### config.mk
export PLATFORM = sky130hd
export DESIGN_NAME = exec_mem_stage
export DESIGN_NICKNAME = d
export VERILOG_FILES = /design/src/rtl/cpu_exec_pkg.sv /design/src/rtl/cond_eval.sv /design/src/rtl/exec_mem_stage.sv
export SDC_FILE = /design/constraint.sdc
export NUM_CORES = 1
export LEC_CHECK = 0
export CAP_MARGIN = 20
export CORE_MARGIN = 4
export CORE_UTILIZATION = 43
export CTS_CLUSTER_DIAMETER = 80
export DETAILED_ROUTE_END_ITERATION = 16
export PLACE_DENSITY = 0.86
export SYNTH_ARGS = -nofsm -noshare
export SYNTH_HDL_FRONTEND = slang
export SYNTH_HIERARCHICAL = 1
export SYNTH_SLANG_ARGS = --single-unit
### constraint.sdc
create_clock -name clk -period 4.6 [get_ports clk]
set_input_delay 0.92 -clock clk [delete_from_list [all_inputs] [get_ports clk]]
set_output_delay 0.92 -clock clk [all_outputs]
set_load 0.02 [all_outputs]
### src/rtl/cpu_exec_pkg.sv
// cpu_exec_pkg: shared types for the EX/MEM stage (condition codes, branch kinds, flags).
package cpu_exec_pkg;
  typedef enum logic [3:0] {
    EQ = 4'h0, NE = 4'h1, HS = 4'h2, LO = 4'h3,
    MI = 4'h4, PL = 4'h5, VS = 4'h6, VC = 4'h7,
    HI = 4'h8, LS = 4'h9, GE = 4'hA, LT = 4'hB,
    GT = 4'hC, LE = 4'hD, AL = 4'hE, NV = 4'hF
  } cond_e;
  typedef enum logic [1:0] {
    BR_NONE = 2'b00, BR_COND = 2'b01, BR_CBZ = 2'b10, BR_CBNZ = 2'b11
  } br_kind_e;
  typedef struct packed {
    logic n;
    logic z;
    logic c;
    logic v;
  } nzcv_t;
endpackage

### src/rtl/cond_eval.sv
// cond_eval: ARM condition-code evaluation against an NZCV flag set.
module cond_eval
  import cpu_exec_pkg::*;
(
  input  cond_e i_cond,
  input  nzcv_t i_flags,
  output logic  o_taken
);
  logic w_n, w_z, w_c, w_v;
  assign {w_n, w_z, w_c, w_v} = i_flags;
  always_comb begin
    o_taken = 1'b1;
    case (i_cond)
      EQ: o_taken = w_z;
      NE: o_taken = !w_z;
      HS: o_taken = w_c;
      LO: o_taken = !w_c;
      MI: o_taken = w_n;
      PL: o_taken = !w_n;
      VS: o_taken = w_v;
      VC: o_taken = !w_v;
      HI: o_taken = w_c & !w_z;
      LS: o_taken = !w_c | w_z;
      GE: o_taken = w_n == w_v;
      LT: o_taken = w_n != w_v;
      GT: o_taken = !w_z & (w_n == w_v);
      LE: o_taken = w_z | (w_n != w_v);
      default: o_taken = 1'b1;
    endcase
  end
endmodule

### src/rtl/exec_mem_stage.sv
// exec_mem_stage: EX/MEM pipeline register, NZCV flag register and EX branch resolution.
// Optional branch perf counters when EXEC_PERF_CNT_EN is defined.
module exec_mem_stage
  import cpu_exec_pkg::*;
#(
  parameter int DATA_W = 64,
  parameter int REG_AW = 5,
  parameter int CNT_W  = 32
) (
  input  logic              clk,
  input  logic              reset_n,
  input  logic              stall,
  input  logic              flush,
  input  logic              ex_valid,
  input  logic [DATA_W-1:0] ex_result,
  input  logic              ex_negative,
  input  logic              ex_zero,
  input  logic              ex_overflow,
  input  logic              ex_carry_out,
  input  logic              ex_set_flags,
  input  logic [1:0]        ex_br_kind,
  input  logic [3:0]        ex_cond,
  input  logic [DATA_W-1:0] ex_store_data,
  input  logic [REG_AW-1:0] ex_rd,
  input  logic              ex_reg_write,
  input  logic              ex_mem_read,
  input  logic              ex_mem_write,
  output logic              ex_br_taken,
  output logic [3:0]        flags_nzcv,
  output logic              mem_valid,
  output logic [DATA_W-1:0] mem_result,
  output logic [DATA_W-1:0] mem_store_data,
  output logic [REG_AW-1:0] mem_rd,
  output logic              mem_reg_write,
  output logic              mem_mem_read,
  output logic              mem_mem_write,
  output logic              mem_br_taken
`ifdef EXEC_PERF_CNT_EN
  ,
  output logic [CNT_W-1:0]  perf_br_resolved,
  output logic [CNT_W-1:0]  perf_br_taken
`endif
);
  logic     w_cond_taken;
  logic     w_kind_taken;
  br_kind_e w_kind;
  assign w_kind = br_kind_e'(ex_br_kind);
  cond_eval u_cond_eval (
    .i_cond (cond_e'(ex_cond)),
    .i_flags(nzcv_t'(flags_nzcv)),
    .o_taken(w_cond_taken)
  );
  // CBZ/CBNZ test the ALU zero flag directly since the ALU passes Rt through.
  assign w_kind_taken = (w_kind == BR_COND) ? w_cond_taken :
                        (w_kind == BR_CBZ)  ? ex_zero :
                        (w_kind == BR_CBNZ) ? !ex_zero : 1'b0;
  assign ex_br_taken = ex_valid & !flush & w_kind_taken;
  always_ff @(posedge clk or negedge reset_n) begin
    if (!reset_n) begin
      flags_nzcv     <= 4'b0000;
      mem_valid      <= 1'b0;
      mem_result     <= '0;
      mem_store_data <= '0;
      mem_rd         <= '0;
      mem_reg_write  <= 1'b0;
      mem_mem_read   <= 1'b0;
      mem_mem_write  <= 1'b0;
      mem_br_taken   <= 1'b0;
    end else if (!stall) begin
      if (flush) begin
        mem_valid     <= 1'b0;
        mem_reg_write <= 1'b0;
        mem_mem_read  <= 1'b0;
        mem_mem_write <= 1'b0;
        mem_br_taken  <= 1'b0;
      end else begin
        mem_valid      <= ex_valid;
        mem_result     <= ex_result;
        mem_store_data <= ex_store_data;
        mem_rd         <= ex_rd;
        mem_reg_write  <= ex_reg_write;
        mem_mem_read   <= ex_mem_read;
        mem_mem_write  <= ex_mem_write;
        mem_br_taken   <= ex_br_taken;
        if (ex_valid && ex_set_flags)
          flags_nzcv <= {ex_negative, ex_zero, ex_carry_out, ex_overflow};
      end
    end
  end
`ifdef EXEC_PERF_CNT_EN
  always_ff @(posedge clk or negedge reset_n) begin
    if (!reset_n) begin
      perf_br_resolved <= '0;
      perf_br_taken    <= '0;
    end else if (!stall && !flush) begin
      if (ex_valid && w_kind != BR_NONE) perf_br_resolved <= perf_br_resolved + 1'b1;
      if (ex_br_taken) perf_br_taken <= perf_br_taken + 1'b1;
    end
  end
`endif
endmodule

* After elaboration in Yosys (flattened, before gate mapping)
Index checks and enable logic that the tools add are counted.
** Word-level totals
- Register bits :: 142
- Input bits :: 152
- Output and inout bits :: 143
- Logic and storage cells :: 54
** Cells by class
- Equality and inequality tests :: 18
- Multiplexer cells :: 9
- Bitwise gates (word level) :: 8
- Reductions and logical operators :: 10
** Operator list (number)
- $eq 4x4->1 const B :: 6
- $eq 4x3->1 const B :: 4
- $pmux 1 s14 :: 1
- $eq 4x2->1 const B :: 2
- $mux 1 :: 8
- $logic_not 1->1 :: 6
- $and 1x1->1 :: 4
- $eq 2x2->1 const B :: 2
- $eq 4x1->1 const B :: 1
- $logic_not 4->1 :: 1
- $reduce_and 3->1 :: 1
- $eq 2x1->1 const B :: 1
- $not 1->1 :: 2
- $or 1x1->1 :: 2
- $reduce_and 2->1 :: 1
- $eq 1x1->1 :: 1
- $logic_and 1x1->1 :: 1
- $ne 1x1->1 :: 1

* Depth between registers and ports, before layout
Gate-level depths: netlist of the first run.
- Word-level depth :: 6
- Gate-level depth with buffers :: 8
- Depth with buffers taken out :: 7

* By module
Netlist of the first run, hierarchy kept.
** Modules (own cells, without submodules)
- exec_mem_stage :: instances 1, cells each 312, area an instance 5456.5 µm², seq. area each 3553.4 µm²
- cond_eval :: instances 1, cells each 23, area an instance 165.2 µm², seq. area each 0.0 µm²

* Worst setup path after synthesis of the first run
OpenSTA, ideal clock, no wires.
- Path kind :: input to output
- Start :: input port ex_cond[3]
- End :: output port ex_br_taken
- Arrival time :: 2.191 ns
- Data required time :: 3.680 ns
- Path slack :: 1.489 ns
- Stages :: 8
- Buffers on the path :: 1
- Cells stage by stage :: buf_2 > and3b_1 > a22oi_2 > xnor2_1 > a211o_1 > nor2b_1 > o21ai_0 > a21oi_1
** Between the ends
- Cells in the longest elaborated chain, start to end :: 4
- Elaborated cells on any way between the ends :: 17
- Classes of those cells :: eq/ne (13); mux (2); bitwise (1); reduce/logical (1)
** Ends and longest elaborated chain
- start, declared :: RTL line exec_mem_stage.sv:22 : input logic [3:0] ex_cond,
- $eq 4x4->1 (tied with other cells) :: RTL line cond_eval.sv:13 : case (i_cond)
- $pmux 1 s14 (*) :: RTL line cond_eval.sv:13
- net w_cond_taken :: RTL line exec_mem_stage.sv:44 : logic w_cond_taken;
- $mux 1 (*) :: RTL line exec_mem_stage.sv:54 : assign w_kind_taken = (w_kind == BR_COND) ? w_cond_taken :
- $and 1x1->1 (*) :: RTL line exec_mem_stage.sv:57 : assign ex_br_taken = ex_valid & !flush & w_kind_taken;
- end, declared :: RTL line exec_mem_stage.sv:28 : output logic ex_br_taken,
Mark *: on every way through the listed nets, which the timed path passes. The rest lies on a longest branch.

* Worst setup path in the final report of the first run
- Start :: input port ex_cond[1]
- End :: output port ex_br_taken
Same word-level chain as after synthesis.

==> results of run 1 <==
[metrics by stage]
step | cells | power (W) | hold slack (ps) | util [%] | cell area (µm²)
global placement | 788 | 0.00263 | 479 | 68.5 | 8710
detailed placement | 788 | 0.00267 | 482 | 68.5 | 8710
finish | 819 | 0.00400 | 502 | 73.1 | 9300
global route | 819 | 0.00417 | 520 | 73.1 | 9300
CTS | 819 | 0.00405 | 503 | 73.1 | 9300
floorplan | 335 | 0.00205 | 583 | - | 5620
[Yosys cell counts]
cell type / n
a21oi_1: 3
nor2_1: 1
mux2i_1: 1
and3_1: 1
a21o_1: 1
a31oi_1: 2
nand3b_1: 1
xnor2_1: 4
mux2_2: 100
o32ai_1: 1
a22o_1: 3
and3b_1: 1
buf_2: 10
nor2b_1: 5
o22ai_1: 1
inv_1: 2
clkbuf_1: 1
nand2_1: 3
nand2b_1: 2
dfrtp_1: 142
mux2_4: 37
o21ai_0: 2
a211o_1: 1
buf_6: 6
a22oi_2: 1
nor3b_1: 2
a21o_2: 1
[state kept, by name, indices dropped and copies added (netlist names)]
| name | flops |
|---|---|
| mem_store_data | 64 |
| mem_br_taken | 1 |
| mem_reg_write | 1 |
| mem_valid | 1 |
| mem_result | 64 |
| mem_rd | 5 |
| mem_mem_write | 1 |
| flags_nzcv | 4 |
| mem_mem_read | 1 |
[worst paths after layout]
check | to | start | slack [ps] | cells past startpoint
max | ex_br_taken | ex_cond[1] | 300 | 9
min | mem_valid | mem_valid | 500 | 2
max reg2reg | mem_br_taken | flags_nzcv[0] | 2760 | 7
min reg2reg | mem_valid | mem_valid | 500 | 2
max in group asynchronous | mem_store_data[6] | reset_n | 3150 | 2
min in group asynchronous | mem_result[28] | reset_n | 570 | 1
[worst min-delay path, delay by kind of cell, from the launching register on]
family             cells  cell delay [ps]
and+or+nand+nor        1               50
DFF                    1              350
AOI/OAI and AO/OA      1               60
[power by group through the flow]
stage / logic [W] / registers, W / clock network [W]
2_1_floorplan: 0.000265 / 0.00178 / 0
3_3_place_gp: 0.00108 / 0.00155 / 0
3_5_place_dp: 0.00110 / 0.00157 / 0
4_1_cts: 0.00111 / 0.00155 / 0.00139
5_1_grt: 0.00115 / 0.00157 / 0.00145
6_report: 0.00110 / 0.00155 / 0.00136
[layout by cell type (no fill, tap or decap), drive strengths merged, types with 2 or more instances in the layout]
master / count
o21ai: 2
nand2b: 2
mux2: 137
nor3b: 2
a22o: 3
inv: 2
buf: 5
clkinv: 8
nand2: 3
clkdlybuf4s50: 293
bufinv: 3
a21o: 2
a21oi: 3
dfrtp: 142
xnor2: 4
a31oi: 2
clkbuf: 19
nor2b: 5
[metal layers]
metal | up-vias | global-route usage (%)
li1 | 1778 | -
met1 | 1953 | 20.8
met2 | 199 | 39.9
met3 | 28 | 11.1
met4 | 0 | 7.98
met5 | - | 0
[kinds of logic after synthesis]
| group | count (synthesis) |
|---|---|
| AND/OR/NAND/NOR | 16 |
| multiplexers | 138 |
| buffers and inverters | 19 |
| XOR/XNOR | 4 |
| flip-flops | 142 |
| AO/OA/AOI/OAI | 16 |
[area by class of cell]
| type | count | area [µm²] |
|---|---|---|
| clock inverter | 12 | 145 |
| timing repair buffer | 298 | 2990 |
| tap | 172 | 215 |
| inverter | 2 | 7.51 |
| multi-input combinational | 174 | 1950 |
| clock buffer | 19 | 443 |
| sequential | 142 | 3550 |
| fill | 833 | 3420 |
==> results.cfg, run 1 <==
[floorplanning]
rows = 41
core-area_um2 = 12700
ios = 295
dieWidth_um = 122
die_area_um2 = 15000
die_height_um = 122
start_util_pct = 44.2

[worst_hold_path]
min-delay-path-class = register to register

[clock_tree]
numCtsBuffers = 17
htree_levels = 4
ctsResizeCount = 0
clock_latency_ps = 420
cts_tree = done
clk_pin_slew_ps = 50
cts-root-buf = clkbuf_16
cts_sinks = 142
cts_hold_buf = 0
post_cts_buffers = 0
cts.path.max_buffers = 2

[critical_path]
crit_slowest_cell = clkdlybuf4s50_1
critPathTopFamily = buffers and inverters
critPathMaxStageDelay_ps = 590
cp_common_cell = clkdlybuf4s50_1
cp-start-kind = input port
path_class = input port to primary output
cp_data_arrival_time_ps = 3380
critPathBufInv = 2
path_cells = clkdlybuf4s50_1 -> mux2i_1 -> xnor2_1 -> o32ai_1 -> a211o_1 -> nor2b_1 -> o21ai_0 -> a21oi_1 -> clkdlybuf4s50_1
worstPathMaxFanout = 6
critPathRequiredTime_ps = 3680
end_kind = primary output

[detailed_routing]
first_iter_violations = 195
drtPass1Iterations = 5
m1WireLength_mm = 5.33
drc_errors = 0
wl_met3_mm = 1.80
dr_wl_met2_mm = 8.81
wl_per_cell_um = 19.9
post_drt_via_cell_ratio = 4.83
vias = 3958
routed.top_layer = met4
wl_mm = 16.3
drtAntennaViolNets = 0

[sta]
worst_slew_pin_slew_ps = 1000
fmax_mhz = 232
period_minus_slack_ps = 4300
final.setup.worst_slack_ps = 297
min_period_over_period_pct = 93.6
tns_ps = 0
clock_skew_ps = 0.434
slew_headroom_pct = 33.3
rsz0062_at_grt = false
setup_violations = 0
hold_viol = 0
drv_slew = 0

[power]
power_frac_seq_pct = 38.6
combPwrFrac_pct = 27.4
power.share.clock_pct = 34.0
p_leak_nw = 3.90
swShare_pct = 27.3
p_int_w = 0.00291
power.density_nw_per_um2 = 431
switchingPower_w = 0.00109
peakVddDrop_uv = 283

[global_routing]
track_usage_pct = 21.8
grt_max_degree = 88
grt_pass1_wl_mm = 24.3
grt_pass1_vias = 4509
antenna_found_initial = 0
overflow = 0

[finish]
area.growth.synth_to_final_pct = 65.4
antennaDiodeCount = 0
nets = 787
post_route_cells_drive_above_1_share_pct = 27.0

[placed_design]
routabilityCongestion = 0.833
dp_slack_ps = 381
place_hpwl_mm = 12.2
port_buffers = 294

[synthesis]
syn_nets = 487
synth_compound_gate_area_share_pct = 2.07
yosys_warnings = 6
synth_xor_area_share_pct = 0.623
syn_inst = 335
synth_top_family_by_area = multiplexers
synth.area.top_cells = dfrtp_1, mux2_2, mux2_4
yosys.area.top_type = dfrtp_1
synth-seq-cells = 142
synth.avg_cell_area_um2 = 16.8
synth.top_cell.area_share_pct = 63.2
yosysSeqAreaShare_pct = 63.2
synth.distinct_cells = 27
synthAdderAreaFrac_pct = 0
syn_area_um2 = 5620
yosys.area_share.simple_pct = 1.71
synthMuxAreaShare_pct = 30.1

[status]
status = finished, final reports clean

[run]
maxCapViolations = 0
Power figures use the tool's default switching activity.
==> run 2: changes to the inputs <==
--- a/config.mk
+++ b/config.mk
@@ -6,5 +6,5 @@
 export NUM_CORES = 1
 export LEC_CHECK = 0
-export CAP_MARGIN = 20
+export ABC_CLOCK_PERIOD_IN_PS = 4600
 export CORE_MARGIN = 4
 export CORE_UTILIZATION = 43
==> constraint.sdc (replaced) <==
create_clock -name clk -period 4.6 [get_ports clk]
set_input_delay 0.92 -clock clk [delete_from_list [all_inputs] [get_ports clk]]
set_output_delay 0.92 -clock clk [all_outputs]
set_load 0.01 [all_outputs]
==> results.cfg, run 2 (synthesized netlist as in run 1, its figures left out) <==
[finish]
reg_top3 = mem_result x64, mem_store_data x64, mem_rd x5
most-common-layout-cells = clkdlybuf4s50_1, dfrtp_1, mux2_2
nets = 787
post_route_cells_drive_above_1_share_pct = 27.2
final_common_cell = clkdlybuf4s50_1
area.growth.synth_to_final_pct = 66.4
antennaDiodeCount = 0

[critical_path]
cp_data_arrival_time_ps = 3310
end_kind = primary output
critPathMaxStageDelay_ps = 590
worstPathMaxFanout = 6
r2r_start = flags_nzcv[3]
crit_slowest_cell = clkdlybuf4s50_1
rr_worst_depth = 7
r2r_slack_ps = 2770
cp_common_cell = clkdlybuf4s50_1
critPathRequiredTime_ps = 3680
path_class = input port to primary output
cp-start-kind = input port
path_cells = clkdlybuf4s50_1 -> mux2i_1 -> xnor2_1 -> o32ai_1 -> a211o_1 -> nor2b_1 -> o21ai_0 -> a21oi_1 -> clkdlybuf4s50_1
r2r-end = mem_br_taken

[power]
p_leak_nw = 3.91
power.density_nw_per_um2 = 426
peakVddDrop_uv = 257
power.total_w = 0.00399

[floorplanning]
dieWidth_um = 122
rows = 41
core-area_um2 = 12700
start_util_pct = 44.2
die_area_um2 = 15000
die_height_um = 122
ios = 295

[detailed_routing]
post_drt_via_cell_ratio = 4.85
wl_per_cell_um = 19.9
vias = 3977
drtAntennaViolNets = 0
wl_mm = 16.4
drc_errors = 0
first_iter_violations = 194
drtPass1Iterations = 4

[clock_tree]
clock_latency_ps = 420
ctsResizeCount = 0
cts_hold_buf = 0
cts_sinks = 142
numCtsBuffers = 17
clk_pin_slew_ps = 60
htree_levels = 4
cts_tree = done
post_cts_buffers = 0
cts-root-buf = clkbuf_16
cts.path.max_buffers = 2

[sta]
slew_headroom_pct = 32.5
clock_skew_ps = 2.41
tns_ps = 0
setup_violations = 0
worst_slew_pin_slew_ps = 1010
period_minus_slack_ps = 4230
fmax_mhz = 236
drv_slew = 0
hold_viol = 0
min_period_over_period_pct = 91.9
rsz0062_at_grt = false

[status]
status = finished, final reports clean

[global_routing]
overflow = 0
track_usage_pct = 22.3
grt_pass1_vias = 4519
antenna_found_initial = 0
grt_max_degree = 78
grt_pass1_wl_mm = 25.0

[run]
maxCapViolations = 0

[placed_design]
port_buffers = 294
place_hpwl_mm = 12.1
routabilityCongestion = 0.828

[worst_hold_path]
hold_path_depth = 1
min-delay-path-class = register to register
worstHoldStart = mem_rd[4]
holdPathEnd = mem_rd[4]
## run 2: worst max-delay path by stage
stage             endpoint        from
2_1_floorplan  ex_br_taken  ex_cond[3]
4_1_cts        ex_br_taken  ex_cond[1]
3_3_place_gp   ex_br_taken  ex_cond[3]
6_report       ex_br_taken  ex_cond[1]
5_1_grt        ex_br_taken  ex_cond[1]
3_5_place_dp   ex_br_taken  ex_cond[1]
## run 2: layout make-up
type | count | area [µm²]
flip-flops and latches | 142 | 3550
fillers | 846 | 3370
repair buffers | 298 | 2990
multi-input cells | 174 | 1950
clock buffers | 18 | 429
well taps | 172 | 215
clock inverters | 14 | 214
inverters | 2 | 7.51
## run 2: through the flow
stage / instance area, µm² / setup WS (ps) / cells / util, % / hold WS, ps
CTS: 9350 / 424 / 820 / 73.5 / 508
floorplan: 5620 / 1540 / 335 / - / 514
global route: 9350 / 258 / 820 / 73.5 / 516
global placement: 8710 / 557 / 788 / 68.5 / 477
finish: 9350 / 371 / 820 / 73.5 / 504
detailed placement: 8710 / 449 / 788 / 68.5 / 494
## run 2: worst max-delay path, delay by kind of cell
kind	cells	cell delay (ps)
and+or+nand+nor	1	140
AOI/OAI and AO/OA	4	690
xor gates and xnor gates	1	160
buffers and inverters	2	1080
muxes	1	310
## run 2: power breakdown
| part | internal [W] | leakage, nW | switching [W] | total, W |
|---|---|---|---|---|
| registers | 0.00143 | 1.67 | 0.000112 | 0.00155 |
| clock network | 0.000962 | 0.307 | 0.000527 | 0.00149 |
| logic | 0.000618 | 1.93 | 0.000332 | 0.000950 |
| total | 0.00302 | 3.91 | 0.000971 | 0.00399 |
## run 2: per-layer routing
| metal | GRT usage, % | wire, µm |
|---|---|---|
| met1 | 23.0 | 5510 |
| met2 | 39.7 | 8690 |
| met3 | 10.4 | 1780 |
| met4 | 7.77 | 367 |
| met5 | 0 | 0 |
